==> config.mk <==
export PLATFORM = sky130hd
export DESIGN_NAME = uart_fifo_fwft
export DESIGN_NICKNAME = d
export VERILOG_FILES = /design/src/rtl/uart_fifo_fwft.sv
export SDC_FILE = /design/constraint.sdc
export NUM_CORES = 1
export LEC_CHECK = 0
export BUFFER_PORTS_ARGS = -buffer_cell sky130_fd_sc_hd__buf_2
export CELL_PAD_IN_SITES_DETAIL_PLACEMENT = 1
export CELL_PAD_IN_SITES_GLOBAL_PLACEMENT = 1
export CORE_MARGIN = 3
export CORE_UTILIZATION = 53
export CTS_BUF_LIST = sky130_fd_sc_hd__clkbuf_8
export DETAILED_ROUTE_END_ITERATION = 12
export GPL_TIMING_DRIVEN = 0
export PLACE_DENSITY = 0.82
export SYNTH_ARGS = -nofsm -noshare
export SYNTH_HDL_FRONTEND = slang
export SYNTH_SLANG_ARGS = --single-unit
export TNS_END_PERCENT = 20
==> constraint.sdc <==
create_clock -name i_clk -period 4 [get_ports i_clk]
set_input_delay 0.2 -clock i_clk [delete_from_list [all_inputs] [get_ports i_clk]]
set_output_delay 0.2 -clock i_clk [all_outputs]
set_load 0.02 [all_outputs]
==> src/rtl/uart_fifo_fwft.sv <==
// First-word-fall-through FIFO with level/threshold flags and sticky error flags.
// Define UART_FIFO_PARITY_EN to store an even-parity bit per entry and report head parity errors.
module uart_fifo_fwft #(
    parameter int FIFO_DW    = 8,
    parameter int FIFO_DEPTH = 16,
    parameter int CW         = $clog2(FIFO_DEPTH + 1)
) (
    input  logic               i_clk,
    input  logic               i_nrst,
    input  logic               i_flush,
    input  logic               i_wr_req,
    input  logic [FIFO_DW-1:0] i_data_in,
    input  logic               i_par_inj,
    input  logic               i_rd_req,
    input  logic [CW-1:0]      i_afull_thr,
    input  logic [CW-1:0]      i_aempty_thr,
    input  logic               i_clr_err,
    output logic [FIFO_DW-1:0] o_data_out,
    output logic               o_valid,
    output logic [CW-1:0]      o_used,
    output logic [CW-1:0]      o_free,
    output logic               o_full,
    output logic               o_empty,
    output logic               o_almost_full,
    output logic               o_almost_empty,
    output logic               o_overflow,
    output logic               o_underflow,
    output logic               o_parity_error
);
    localparam int PW = $clog2(FIFO_DEPTH);
`ifdef UART_FIFO_PARITY_EN
    localparam int EW = FIFO_DW + 1;
`else
    localparam int EW = FIFO_DW;
`endif

    logic [EW-1:0] mem [FIFO_DEPTH];
    logic [PW-1:0] wr_ptr_reg, wr_ptr_next, rd_ptr_reg, rd_ptr_next;
    logic [CW-1:0] used_reg, used_next, level_next;
    logic          overflow_reg, overflow_next, underflow_reg, underflow_next;
    logic          afull_reg, aempty_reg;
    logic          full, valid, push, pop;
    logic [EW-1:0] wr_entry, head;

    always_comb begin
        full           = (used_reg == CW'(FIFO_DEPTH));
        valid          = (used_reg != '0);
        pop            = i_rd_req & valid & ~i_flush;
        push           = i_wr_req & ~i_flush & (~full | pop);
        wr_ptr_next    = wr_ptr_reg;
        rd_ptr_next    = rd_ptr_reg;
        used_next      = used_reg;
        if (i_flush) begin
            wr_ptr_next = '0;
            rd_ptr_next = '0;
            used_next   = '0;
        end else begin
            if (push)
                wr_ptr_next = (wr_ptr_reg == PW'(FIFO_DEPTH - 1)) ? '0 : wr_ptr_reg + PW'(1);
            if (pop)
                rd_ptr_next = (rd_ptr_reg == PW'(FIFO_DEPTH - 1)) ? '0 : rd_ptr_reg + PW'(1);
            if (push && !pop)
                used_next = used_reg + CW'(1);
            else if (pop && !push)
                used_next = used_reg - CW'(1);
        end
        // A fresh error event outranks a clear in the same cycle; flush never touches the flags.
        overflow_next  = (i_wr_req & full & ~pop & ~i_flush) | (overflow_reg & ~i_clr_err);
        underflow_next = (i_rd_req & ~valid & ~i_flush) | (underflow_reg & ~i_clr_err);
        level_next     = i_nrst ? used_next : '0;
    end

    always_ff @(posedge i_clk or negedge i_nrst) begin
        if (!i_nrst) begin
            wr_ptr_reg    <= '0;
            rd_ptr_reg    <= '0;
            used_reg      <= '0;
            overflow_reg  <= 1'b0;
            underflow_reg <= 1'b0;
        end else begin
            wr_ptr_reg    <= wr_ptr_next;
            rd_ptr_reg    <= rd_ptr_next;
            used_reg      <= used_next;
            overflow_reg  <= overflow_next;
            underflow_reg <= underflow_next;
        end
    end

    // Threshold flags keep tracking the thresholds (against level 0) while reset is held.
    always_ff @(posedge i_clk) begin
        afull_reg  <= (level_next >= i_afull_thr);
        aempty_reg <= (level_next <= i_aempty_thr);
    end

    always_ff @(posedge i_clk) begin
        if (push)
            mem[wr_ptr_reg] <= wr_entry;
    end

    assign head = mem[rd_ptr_reg];

`ifdef UART_FIFO_PARITY_EN
    assign wr_entry       = {(^i_data_in) ^ i_par_inj, i_data_in};
    assign o_parity_error = valid & ((^head[FIFO_DW-1:0]) != head[FIFO_DW]);
`else
    logic unused_par_inj;
    assign unused_par_inj = i_par_inj;
    assign wr_entry       = i_data_in;
    assign o_parity_error = 1'b0;
`endif

    assign o_data_out     = valid ? head[FIFO_DW-1:0] : '0;
    assign o_valid        = valid;
    assign o_used         = used_reg;
    assign o_free         = CW'(FIFO_DEPTH) - used_reg;
    assign o_full         = full;
    assign o_empty        = ~valid;
    assign o_almost_full  = afull_reg;
    assign o_almost_empty = aempty_reg;
    assign o_overflow     = overflow_reg;
    assign o_underflow    = underflow_reg;
endmodule

=== After elaboration in Yosys (flattened, before gate mapping) ===
Memory sizes are Yosys's and may differ from the RTL's.
Cells that the tools add are included.

* Bitwise logic cells: 19
* $add $sub $neg: 5
* Muxes and demuxes: 13
* Order comparisons: 2
* Reductions and logical operators: 7
* Equal/unequal tests: 3

{| class="wikitable"
|+ Operator list
! kind !! count
|-
| two-way mux 4 bit || 6
|-
| two-way mux 5 bit || 4
|-
| bitwise AND 1 bit || 11
|-
| adder 4 x 1 -> 4 bit (second input constant) || 2
|-
| equality test 4 bit (second input constant) || 2
|-
| two-way mux 8 bit || 1
|-
| adder 5 x 1 -> 5 bit (second input constant) || 1
|-
| equality test 5 bit (second input constant) || 1
|-
| >= comparator 5 bit || 1
|-
| less-or-equal comparator 5 bit || 1
|-
| NOT 1 bit || 5
|-
| nonzero test 5 bit || 1
|-
| subtractor 5 x 1 -> 5 bit (second input constant) || 1
|-
| subtractor 5 bit (first input constant) || 1
|-
| nonzero test 2 bit || 2
|-
| OR 1 bit || 3
|-
| logical AND 1 bit || 2
|-
| logical NOT 1 bit || 2
|-
| two-way mux 1 bit || 2
|}

* RAM bits: 128
* Logic and storage cells: 57
* Input bits: 25
* Register bits after elaboration: 17
* Output and inout port bits: 26
* Memories: 1

{| class="wikitable"
|+ Memory list
! memory !! words !! bits a word !! read ports !! clocked after Yosys merged registers in !! wr ports !! RTL line !! source
|-
| mem || 16 || 8 || 1 || 0 || 1 || 37 || <nowiki>logic [EW-1:0] mem [FIFO_DEPTH];</nowiki>
|}

=== Longest topological paths before layout ===
Gate-level depths: netlist of the first run.

* Depth in word-level cells: 12
* Gate-level depth with buffers: 16
* Mapped depth without buffers: 15

=== Worst setup path before layout of the first run ===
Ideal clock, no wire load.

* Kind: register to register
* From: reg used_reg[0] (netlist: o_used[0])
* To: reg aempty_reg (netlist: o_almost_empty)
* Setup slack: 523 ps
* Buffers on the path: 0
* Data required time: 3883 ps
* Setup time: 117 ps
* Stages on the path, launching flop included: 14
* Data arrival time: 3360 ps
* Clock period less this slack: 3477 ps
* Path through: dfrtp_1 -> inv_1 -> ha_1 -> nor3b_1 -> ha_1 -> or4b_4 -> o31a_1 -> xnor2_1 -> nor2_1 -> nand2_1 -> ha_1 -> or2_2 -> maj3_2 -> o22a_1

* Word-level cells in the longest chain between the ends: 12
* Elaborated cells on any way between the ends: 18
* Classes of those cells: 2 x add/sub; 1 x order compare; 1 x eq/ne; 4 x mux; 5 x bitwise; 5 x reduce/logical

{| class="wikitable"
|+ Ends and longest elaborated chain
! element !! RTL line !! source
|-
| from (decl) || 39 || <nowiki>logic [CW-1:0] used_reg, used_next, level_next;</nowiki>
|-
| from (signal assigned) || 83 || <nowiki>used_reg <= used_next;</nowiki>
|-
| nonzero test 5 bit || 47 || <nowiki>valid = (used_reg != '0);</nowiki>
|-
| bitwise AND 1 bit (2 in series) || 48 || <nowiki>pop = i_rd_req & valid & ~i_flush;</nowiki>
|-
| OR 1 bit || 49 || <nowiki>push = i_wr_req & ~i_flush & (~full | pop);</nowiki>
|-
| bitwise AND 1 bit || 49 ||
|-
| logical NOT 1 bit || 64 || <nowiki>else if (pop && !push)</nowiki>
|-
| logical AND 1 bit || 64 ||
|-
| two-way mux 5 bit || 64 ||
|-
| two-way mux 5 bit (*) || 62 || <nowiki>if (push && !pop)</nowiki>
|-
| two-way mux 5 bit (*) || 53 || <nowiki>if (i_flush) begin</nowiki>
|-
| via used_next[0] || 39 ||
|-
| two-way mux 5 bit (*) || 70 || <nowiki>level_next = i_nrst ? used_next : '0;</nowiki>
|-
| less-or-equal comparator 5 bit (*) || 92 || <nowiki>aempty_reg <= (level_next <= i_aempty_thr);</nowiki>
|-
| to (signal assigned) || 92 ||
|-
| to (decl) || 41 || <nowiki>logic afull_reg, aempty_reg;</nowiki>
|}

The timed path passes the listed nets; every way through them passes the cells marked *.
A chain may end at the register's enable or synchronous reset.

=== Worst setup path after layout of the first run ===
* From: reg used_reg[0] (netlist: o_used[0])
* To: reg afull_reg (netlist: o_almost_full)

* Word-level cells in the longest chain between the ends: 12
* Elaborated cells on any way between the ends: 18
* Classes of those cells: 2 x add/sub; 1 x order compare; 1 x eq/ne; 4 x mux; 5 x bitwise; 5 x reduce/logical

{| class="wikitable"
|+ Ends and longest elaborated chain
! element !! RTL line !! source
|-
| nonzero test 5 bit || 47 ||
|-
| bitwise AND 1 bit (2 in series) || 48 ||
|-
| OR 1 bit || 49 ||
|-
| bitwise AND 1 bit || 49 ||
|-
| logical NOT 1 bit || 64 ||
|-
| logical AND 1 bit || 64 ||
|-
| two-way mux 5 bit || 64 ||
|-
| two-way mux 5 bit (*) || 62 ||
|-
| two-way mux 5 bit (*) || 53 ||
|-
| via used_next[0] || 39 ||
|-
| two-way mux 5 bit (*) || 70 ||
|-
| >= comparator 5 bit (*) || 91 || <nowiki>afull_reg <= (level_next >= i_afull_thr);</nowiki>
|-
| to (signal assigned) || 91 ||
|-
| to (decl) || 41 ||
|}

Marked as above.

==> impl_results.md, run 1 <==
- Largest net degree at the start of global routing: 21
- Clock tree buffer depth: 2
- Hold Vio Cnt, Final: 0
- CTS clk-pin slew, worst paths: 0.08 ns
- Sequential power share: 0.501
- Simple-Gate Fraction of Synth Area: 0.06410
- Clk_skew: 0.01462 ns
- Num Clock Sinks: 145
- Worst skew pair latency: 0.43 ns
- Total grt overflow: 0
- Num CTS Buffers: 17
- CTS Root Buffer Type: clkbuf_8
- Final nets: ~460
- Fmax: between 200 and 300 MHz
- Max-slew violations: 0
- # Post-CTS Setup Buffers: 0
- Placement Setup Slack: about 0.33 ns
- Power share of the combinational group: 0.154
- Int Pwr: about 2.5 mW
- DP Cell Count: about 540
- Slew @ Worst Pin: around 0.95 ns
- Cell Area, Placed: just under 0.007 sq mm
- Core footprint: ~0.012 sq mm
- Synth Area in XOR/XNOR: 0.009665
- Critical Path RT: ~4.3 ns
- Syn_area_per_cell: ~18 sq um
- Gpl congestion: approximately 0.8
- Arr. time, crit path: approximately 4 ns
- Pwr Density: between 400 and 500 mW/mm^2
- RSZ-0062 raised after global routing: false
- Leak: approximately 2.6 nW
- Worst setup margin: approximately 0.29 ns
- Rel. slew slack: 0.3662
- Hold Crit Class: in -> reg
- # IOs: 51
- Post-synth top flop: edfxtp_1
- DRT antenna net count: 0
- Synthesized cell area: approximately 0.0063 sq mm
- Wire per inst: 25.37 microns
- Mapped Cells: between 300 and 400
- Die Width: 115.4 microns
- DR vias: 3435
- CP max FO: 7
- Util after Layout: 0.6207
- Number of max-cap violations: 0
- Psw: approximately 0.87 mW
- Nature of the critical path endpoint: flop
- Die height: 115.4 microns
- Share of layout cells above drive strength 1: 0.2569
- Mux contribution to synthesized area: 0.1527
- Cell Rows: 39
- Starting Density: 0.5485
- Final Critical Period: ~3.7 ns
- Port Buffers: between 40 and 50
- Min Hold Slack: just over 0.07 ns
- Setup-failing EPs final: 0
- CTS tree: built
- Synth Area in Compound Gates: 0.03353
- Die ar.: 0.01332 sq mm
- Final cell count without fillers: about 580
- DP HPWL: approximately 10000 microns
- Period utilization: 0.9266
- Library cells used by synthesis: between 50 and 60
- Ys async rst share: 0.1034
- Largest register FFs: roughly 130
- Routed WL: roughly 15000 microns
- R2r setup slk: a little under 0.3 ns
- Initial antenna violation count: 0
- Final setup TNS: 0 ns
- Syn-to-layout area delta: 13.16%
- Initial DRC count: between 200 and 300
- Status: complete, no violations
- Final Power: between 3 and 4 mW
- Drt pass-1 iters: 4
- Finished Cell Area: roughly 0.0072 sq mm
- Adder-cell share of the synthesized area: 0.03728
- Ant diodes: 0
- Largest Register: mem
- First-pass GRT wire length: around 22000 microns
- YS warnings: 0
- Yosys reg bits: between 100 and 150
- Htree depth: 4
- Crit path kind: reg -> reg
- Clock power share: 0.345
- VDD IR max: 0.2283 mV
- # DRC: 0
- Largest family of logic cells by synthesized area: multiplexers
- Commonest non-fill, non-tap cells in the layout: 128 x edfxtp_1, 48 x buf_2, 22 x mux4_2
- Sw Share: 0.2571
- Post-synth EDFFs: approximately 130
- Vias in the first global route: 3707
- Vias/cell: about 6.0
- Seq/Total Area, Yosys: 0.6714
- Commonest non-fill, non-tap cell in the layout: edfxtp_1
- Synthesized net count: slightly below 400
- Critical path launch point type: flop
- GRT Total Usage: 0.2375
## power by group through the flow
| stage | clock network [mW] | registers [mW] | logic, mW |
|---|---|---|---|
| after floorplan | 0 | 1.73 | 0.337 |
| after global placement | 0 | 1.72 | 0.504 |
| after detailed placement | 0 | 1.72 | 0.524 |
| after CTS | 1.18 | 1.69 | 0.528 |
| after global routing | 1.24 | 1.69 | 0.560 |
| final | 1.16 | 1.69 | 0.520 |
## path summary, 6_finish.rpt
path / startpoint / to / depth (start not counted)
worst max-delay path: o_used[0]$_DFF_PN0_ / o_almost_full$_DFF_P_ / 16
worst min-delay path: i_flush / o_used[2]$_DFF_PN0_ / 2
worst min register to register: o_underflow$_DFF_PN0_ / o_underflow$_DFF_PN0_ / 2
worst max register to register: o_used[0]$_DFF_PN0_ / o_almost_full$_DFF_P_ / 16
max in group asynchronous: i_nrst / rd_ptr_reg[2]$_DFFE_PN0P_ / 2
min in group asynchronous: i_nrst / wr_ptr_reg[2]$_DFFE_PN0P_ / 2
## layer usage
metal  vias up  track usage  wire length, microns
met5         -            0                     0
met4         0      0.09468                   364
met3        16      0.04000                   534
met2        99       0.4082                  7631
met1      1790       0.3026                  6059
li1       1530            -                     -
## Yosys cell counts, types with 2 or more instances
master	number	area, sq um
nand3_1	2	10.01
nor2_1	12	45.04
ha_1	18	225.2
o22ai_1	2	12.51
xnor2_1	5	43.79
and2_1	18	112.6
mux4_1	18	473.0
a21oi_1	9	45.04
edfxtp_1	128	3844
o31a_1	2	17.52
buf_4	2	15.01
and3_1	4	25.02
buf_12	2	40.04
dfxtp_1	2	40.04
nand2b_1	3	18.77
xor2_1	2	17.52
nand2_1	13	48.80
dfrtp_1	15	375.4
nor3b_1	2	15.01
inv_1	18	67.56
a31oi_1	2	12.51
and4_1	3	26.28
clkbuf_1	10	37.54
nor2b_1	3	18.77
nor4b_1	2	17.52
a21o_1	2	15.01
mux4_2	22	495.5
o21ai_0	5	25.02
## worst max-delay path: stages, from the launching register on
cell and delay (ns):
dfrtp_1 0.44, inv_1 0.13, ha_1 0.19, nor3b_1 0.27, ha_1 0.36, nor2b_1 0.10
clkbuf_1 0.22, o31a_1 0.36, xnor2_1 0.13, nor2_1 0.14, nand2_1 0.12, ha_1 0.30
nand2b_1 0.16, a31o_2 0.25, a21o_1 0.17, a21oi_1 0.12, o21ai_0 0.09
## repair_timing
action | 4_1_cts | 5_1_grt
hold buffers | 2 | 0
setup endpoints to repair | 0 | 0
endpoints found under the hold margin | 17 | 0
gates resized for setup | 0 | 0
## area by class of cell
class / instances / area, sq um
repair buffers: 49 / 255.2
clock buffers: 17 / 234.0
well taps: 143 / 178.9
inverters: 18 / 67.56
fillers: 1044 / 4387
clock inverters: 15 / 166.4
plain buffers: 18 / 127.6
flip-flops and latches: 145 / 4259
multi-input cells: 170 / 1889
## cells by family (layout without fill, tap and decap cells)
kind of cell | count (synthesis) | after routing
DFF | 145 | 145
adders and majority gates | 19 | 19
xor gates and xnor gates | 7 | 7
other | 1 | 1
and+or+nand+nor | 71 | 71
muxes | 40 | 40
AOI/OAI and AO/OA | 32 | 32
buffers and inverters | 36 | 117
(Power assumes the default switching activity.)
==> inputs of run 2 (changes only) <==
--- a/config.mk
+++ b/config.mk
@@ -14,2 +14,3 @@
 export DETAILED_ROUTE_END_ITERATION = 12
+export GPL_ROUTABILITY_DRIVEN = 0
 export GPL_TIMING_DRIVEN = 0
==> constraint.sdc (replaced) <==
create_clock -name i_clk -period 4.24 [get_ports i_clk]
set_input_delay 0.848 -clock i_clk [delete_from_list [all_inputs] [get_ports i_clk]]
set_output_delay 0.848 -clock i_clk [all_outputs]
set_load 0.02 [all_outputs]
==> impl_results.md, run 2 (synthesis results as in run 1) <==
- Placement Setup Slack: 0.5714 ns (was 0.3314 ns)
- Crit path kind: reg -> out (was reg -> reg)
- Commonest non-fill, non-tap cell in the layout: edfxtp_1 (unchanged)
- Cell Rows: 39 (unchanged)
- Total grt overflow: 0 (unchanged)
- Arr. time, crit path: 3.15 ns (was 3.99 ns)
- Worst R2R Path Depth: 16 (unchanged)
- Starting Density: 0.5485 (unchanged)
- Ant diodes: 0 (unchanged)
- Vias in the first global route: 3689 (was 3707)
- Routed WL: 14510 microns (was 14590 microns)
- Critical path launch point type: flop (unchanged)
- Pwr Density: 443.6 mW/mm^2 (was 469.4 mW/mm^2)
- Final Critical Period: between 3 and 4 ns
- Slew @ Worst Pin: 0.9469 ns (was 0.9472 ns)
- Final setup TNS: 0 ns (unchanged)
- Initial DRC count: 259 (was 263)
- Largest net degree at the start of global routing: 21 (unchanged)
- # DRC: 0 (unchanged)
- Number of max-cap violations: 0 (unchanged)
- Finished Cell Area: 0.007158 sq mm (was 0.007178 sq mm)
- Nature of the critical path endpoint: primary output (was flop)
- Wire per inst: 25.33 microns (was 25.37 microns)
- CTS tree: built (unchanged)
- GRT Total Usage: 0.2369 (was 0.2375)
- Largest register FFs: 128 (unchanged)
- Crit path cell chain: clkbuf_1 > clkbuf_1 > mux4_2 > mux4_2 > and2_1 > buf_2 (was inv_1 > ha_1 > nor3b_1 > ha_1 > nor2b_1 > clkbuf_1 > o31a_1 > xnor2_1 > nor2_1 > nand2_1 > ha_1 > nand2b_1 > a31o_2 > a21o_1 > a21oi_1 > o21ai_0)
- Leak: 2.562 nW (was 2.570 nW)
- VDD IR max: 0.2147 mV (was 0.2283 mV)
- DP Cell Count: 541 (unchanged)
- Max-slew violations: 0 (unchanged)
- Cell Area, Placed: 0.006758 sq mm (unchanged)
- FF-to-FF End: o_almost_full$_DFF_P_ (unchanged)
- Port Buffers: 47 (unchanged)
- Most used routing layer: met2 (unchanged)
- DR vias: 3431 (was 3435)
- Commonest non-fill, non-tap cells in the layout: 128 x edfxtp_1, 48 x buf_2, 22 x mux4_2 (unchanged)
- Core footprint: 0.01156 sq mm (unchanged)
- Worst path max stage delay: 0.63 ns (was 0.44 ns)
- Worst setup margin: 0.2441 ns (was 0.2936 ns)
- Grt met3 use: 0.04000 (unchanged)
- Num Clock Sinks: 145 (unchanged)
- Hold Vio Cnt, Final: 0 (unchanged)
- Final cell count without fillers: 573 (was 575)
- First-pass GRT wire length: 22150 microns (was 22210 microns)
- Period utilization: 0.9424
- Die Width: 115.4 microns (unchanged)
- Setup-failing EPs final: 0 (unchanged)
- Critical Path RT: 3.39 ns (was 4.28 ns)
- # Post-CTS Setup Buffers: 0 (unchanged)
- Final nets: 460 (was 462)
- Initial antenna violation count: 0 (unchanged)
- CP max FO: 10 (was 7)
- Syn-to-layout area delta: 12.84% (was 13.16%)
- Clk_skew: 0.01457 ns (was 0.01462 ns)
- Status: complete, no violations (unchanged)
- Die ar.: 0.01332 sq mm (unchanged)
- Largest Register: mem (unchanged)
- Share of layout cells above drive strength 1: 0.2581 (was 0.2569)
- # IOs: 51 (unchanged)
- Slowest CP cell: clkbuf_1 (was dfrtp_1)
- R2r setup slk: 0.53 ns (was 0.29 ns)
- Post-cts sizing count: 0 (unchanged)
- Hold Crit Class: in -> async (was in -> reg)
- Drt pass-1 iters: 5 (was 4)
- Met2 Use GR: 0.4066 (was 0.4082)
- Clock tree buffer depth: 2 (unchanged)
- RSZ-0062 raised after global routing: false (unchanged)
- CTS clk-pin slew, worst paths: 0.09 ns (was 0.08 ns)
- Worst skew pair latency: 0.43 ns (about the same)
- GR Util met1: 0.3022 (was 0.3026)
- Htree depth: 4 (unchanged)
- Min Hold Slack: 0.3470 ns (was 0.07075 ns)
- CTS Root Buffer Type: clkbuf_8 (unchanged)
- Hold buffer count at CTS: 0 (was 2)
- DRT antenna net count: 0 (unchanged)
- Rel. slew slack: 0.3664 (was 0.3662)
- Num CTS Buffers: 17 (unchanged)
- Vias/cell: 5.988 (was 5.974)
- Reg2reg start: o_used[0]$_DFF_PN0_ (unchanged)
- Die height: 115.4 microns (unchanged)
- DP HPWL: 10050 microns (unchanged)
- Fmax: 250.3 MHz
run 2: changes by cell type in the layout (fill, tap and decap cells not counted):
cell           previous run  this run
dlygate4sd3_1             2         0
run 2: layer usage:
| metal | vias to the layer above | wire length (microns) |
|---|---|---|
| met5 | - | 0 |
| met1 | 1797 | 6033 |
| li1 | 1525 | - |
| met3 | 14 | 553 |
| met2 | 95 | 7586 |
| met4 | 0 | 340 |
run 2: area by class of cell:
| class | instances | area (sq um) |
|---|---|---|
| Buffer | 18 | 127.6 |
| Clock buffer | 17 | 234.0 |
| Clock inverter | 15 | 166.4 |
| Fill cell | 1046 | 4407 |
| Inverter | 18 | 67.56 |
| Multi-Input combinational cell | 170 | 1889 |
| Sequential cell | 145 | 4259 |
| Tap cell | 143 | 178.9 |
| Timing Repair Buffer | 47 | 235.2 |
run 2: power by group:
group	switching (mW)	internal (mW)
clock network	0.517	0.578
registers	0.0149	1.58
logic	0.283	0.206
total	0.815	2.36
run 2: worst max-delay path: cells and delay by family, from the launching register on:
family / cells / cell delay (ns)
multiplexers: 2 / 0.98
AND/OR/NAND/NOR: 1 / 0.18
buffers and inverters: 3 / 1.20
flip-flops: 1 / 0.37
run 2: worst max-delay path by stage:
stage | startpoint | slack [ns] | endpoint
2_1_floorplan | o_used[0]$_DFF_PN0_ | 0.76 | o_almost_empty$_DFF_P_
3_3_place_gp | o_used[0]$_DFF_PN0_ | 0.65 | o_almost_full$_DFF_P_
3_5_place_dp | o_used[0]$_DFF_PN0_ | 0.57 | o_almost_full$_DFF_P_
4_1_cts | rd_ptr_reg[1]$_DFFE_PN0P_ | 0.22 | o_data_out[0]
5_1_grt | rd_ptr_reg[1]$_DFFE_PN0P_ | 0.12 | o_data_out[7]
6_report | rd_ptr_reg[1]$_DFFE_PN0P_ | 0.24 | o_data_out[7]
run 2: metrics by stage:
stage | power, mW | utilization
2_1_floorplan | 1.947 | -
3_3_place_gp | 2.096 | 0.5843
3_5_place_dp | 2.117 | 0.5843
4_1_cts | 3.202 | 0.6190
5_1_grt | 3.291 | 0.6190
6_report | 3.175 | 0.6190
==> inputs of run 3 (changes only) <==
- CORE_UTILIZATION: 53 -> 30
- PLACE_DENSITY: 0.82 -> 0.52
==> impl_results.md, run 3 (synthesis results as in run 1) <==
- # DRC: 0 (unchanged)
- DP Cell Count: 668 (was 541)
- Crit path capture: o_data_out[7] (unchanged)
- Post-cts sizing count: 0 (unchanged)
- VDD IR max: 0.1978 mV (was 0.2147 mV)
- Final setup TNS: 0 ns (unchanged)
- Setup-failing EPs final: 0 (unchanged)
- Vias/cell: 4.726 (was 5.988)
- Buf/Inv on CP: 3 (unchanged)
- DP HPWL: 9867 microns (was 10050 microns)
- Worst setup margin: 0.2923 ns (was 0.2441 ns)
- Final nets: 460 (unchanged)
- Fillers: 2074 (was 1046)
- Placement Setup Slack: 0.5137 ns (was 0.5714 ns)
- Final cell count without fillers: 700 (was 573)
- Initial antenna violation count: 0 (unchanged)
- FF-to-FF End: o_almost_full$_DFF_P_ (unchanged)
- Die Width: 151.4 microns (was 115.4 microns)
- DRT antenna net count: 0 (unchanged)
- Num CTS Buffers: 17 (unchanged)
- Crit path max-delay family: buffers and inverters (unchanged)
- Min Hold Slack: 0.3201 ns (was 0.3470 ns)
- Pwr Density: 444.7 mW/mm^2 (was 443.6 mW/mm^2)
- Largest net degree at the start of global routing: 21 (unchanged)
- Leak: 2.577 nW (was 2.562 nW)
- Hold Crit Class: in -> async (unchanged)
- Die ar.: 0.02293 sq mm (was 0.01332 sq mm)
- Reg2reg start: o_used[0]$_DFF_PN0_ (unchanged)
- Max-slew violations: 0 (unchanged)
- Ant diodes: 0 (unchanged)
- Total grt overflow: 0 (unchanged)
- Status: complete, no violations (unchanged)
- Hold buffer count at CTS: 0 (unchanged)
- CTS clk-pin slew, worst paths: 0.09 ns (about the same)
- First-pass GRT wire length: 21470 microns (was 22150 microns)
- Crit path kind: reg -> out (unchanged)
- Routed WL: 14230 microns (was 14510 microns)
- Num Clock Sinks: 145 (unchanged)
- Area of the multi-input gates: 0.001889 sq mm (unchanged)
- DR vias: 3308 (was 3431)
- Wire per inst: 20.32 microns (was 25.33 microns)
- CP max FO: 10 (unchanged)
- Number of max-cap violations: 0 (unchanged)
- Clock tree buffer depth: 2 (unchanged)
- Hold Vio Cnt, Final: 0 (unchanged)
- Die height: 151.4 microns (was 115.4 microns)
- Largest Register: mem (unchanged)
- Period utilization: 0.9311 (was 0.9424)
- Worst skew pair latency: 0.45 ns (was 0.43 ns)
- Cell Rows: 52 (was 39)
- Rel. slew slack: 0.4310 (was 0.3664)
- Drt pass-1 iters: 4 (was 5)
- Sequential cell area: 0.004259 sq mm (unchanged)
- # IOs: 51 (unchanged)
- Fmax: 253.3 MHz (was 250.3 MHz)
- Commonest non-fill, non-tap cells in the layout: 128 x edfxtp_1, 48 x buf_2, 22 x mux4_2 (unchanged)
- Worst R2R Path Depth: 15 (was 16)
- Slowest CP cell: clkbuf_1 (unchanged)
- Critical Path RT: 3.39 ns (about the same)
- Clk_skew: 0.01142 ns (was 0.01457 ns)
- # Post-CTS Setup Buffers: 0 (unchanged)
- Critical path launch point type: flop (unchanged)
- Critical Path Stages: 6 (unchanged)
- Crit. Startpoint: rd_ptr_reg[1]$_DFFE_PN0P_ (unchanged)
- RSZ-0062 raised after global routing: false (unchanged)
- Nature of the critical path endpoint: primary output (unchanged)
- Util after Layout: 0.3585 (was 0.6190)
- Share of layout cells above drive strength 1: 0.2651 (was 0.2581)
- CTS tree: built (unchanged)
- Slew @ Worst Pin: 0.8504 ns (was 0.9469 ns)
- CTS Root Buffer Type: clkbuf_8 (unchanged)
- Port Buffers: 47 (unchanged)
- Arr. time, crit path: 3.10 ns (was 3.15 ns)
- Crit path cell chain: clkbuf_1 > clkbuf_1 > mux4_2 > mux4_2 > and2_1 > buf_2 (unchanged)
- Vias in the first global route: 3567 (was 3689)
- Final Critical Period: 3.948 ns (was 3.996 ns)
- Htree depth: 4 (unchanged)
- Starting Density: 0.3095 (was 0.5485)
- Largest register FFs: 128 (unchanged)
- R2r setup slk: 0.52 ns (was 0.53 ns)
- Initial DRC count: 158 (was 259)
- Syn-to-layout area delta: 15.82% (was 12.84%)
- Commonest non-fill, non-tap cell in the layout: edfxtp_1 (unchanged)
- Core footprint: 0.02049 sq mm (was 0.01156 sq mm)
- Worst path max stage delay: 0.65 ns (was 0.63 ns)
- GRT Total Usage: 0.1318 (was 0.2369)
## run 3: worst min path at each step
stage | slack [ns] | cells past startpoint | endpoint | from
after floorplan | 0.53 | 1 | wr_ptr_reg[0]$_DFFE_PN0P_ | wr_ptr_reg[0]$_DFFE_PN0P_
after detailed placement | 0.54 | 2 | o_overflow$_DFF_PN0_ | o_overflow$_DFF_PN0_
final | 0.32 | 1 | o_used[4]$_DFF_PN0_ | i_nrst
after global placement | 0.52 | 2 | o_underflow$_DFF_PN0_ | o_underflow$_DFF_PN0_
after global routing | 0.30 | 1 | o_used[4]$_DFF_PN0_ | i_nrst
after CTS | 0.31 | 1 | o_used[4]$_DFF_PN0_ | i_nrst
## run 3: final cells by class
cell class / count / share of cell area
flip-flops and latches: 145 / 0.5797
multi-input cells: 170 / 0.2572
well taps: 270 / 0.04598
repair buffers: 47 / 0.03202
clock buffers: 17 / 0.03185
clock inverters: 15 / 0.02674
plain buffers: 18 / 0.01737
inverters: 18 / 0.009196
## run 3: metal layers
metal,share of wire,GRT usage
met3,0.034,0.03232
met5,0,0
met1,0.49,0.1848
met4,0.015,0.04216
met2,0.47,0.2023
## run 3: worst register-to-register path: cells and delay by family (launching register included)
family,cells,cell delay (ns)
AND/OR/NAND/NOR,4,0.98
AO/OA/AOI/OAI,5,0.81
adder cells (fa/ha/maj),3,0.79
flip-flops,1,0.44
buffers and inverters,2,0.34
XOR/XNOR,1,0.22
## run 3: stage by stage
stage	total power, mW	area, sq um
floorplan	1.947	6344
global placement	2.111	6917
detailed placement	2.119	6917
CTS	3.316	7347
global route	3.416	7347
finish	3.267	7347
## run 3: where the power goes
group          internal, mW  switching, mW  leakage [nW]
logic                 0.206          0.280         0.989
registers              1.58         0.0139          1.37
clock network         0.602          0.590         0.214
total                  2.38          0.884          2.58
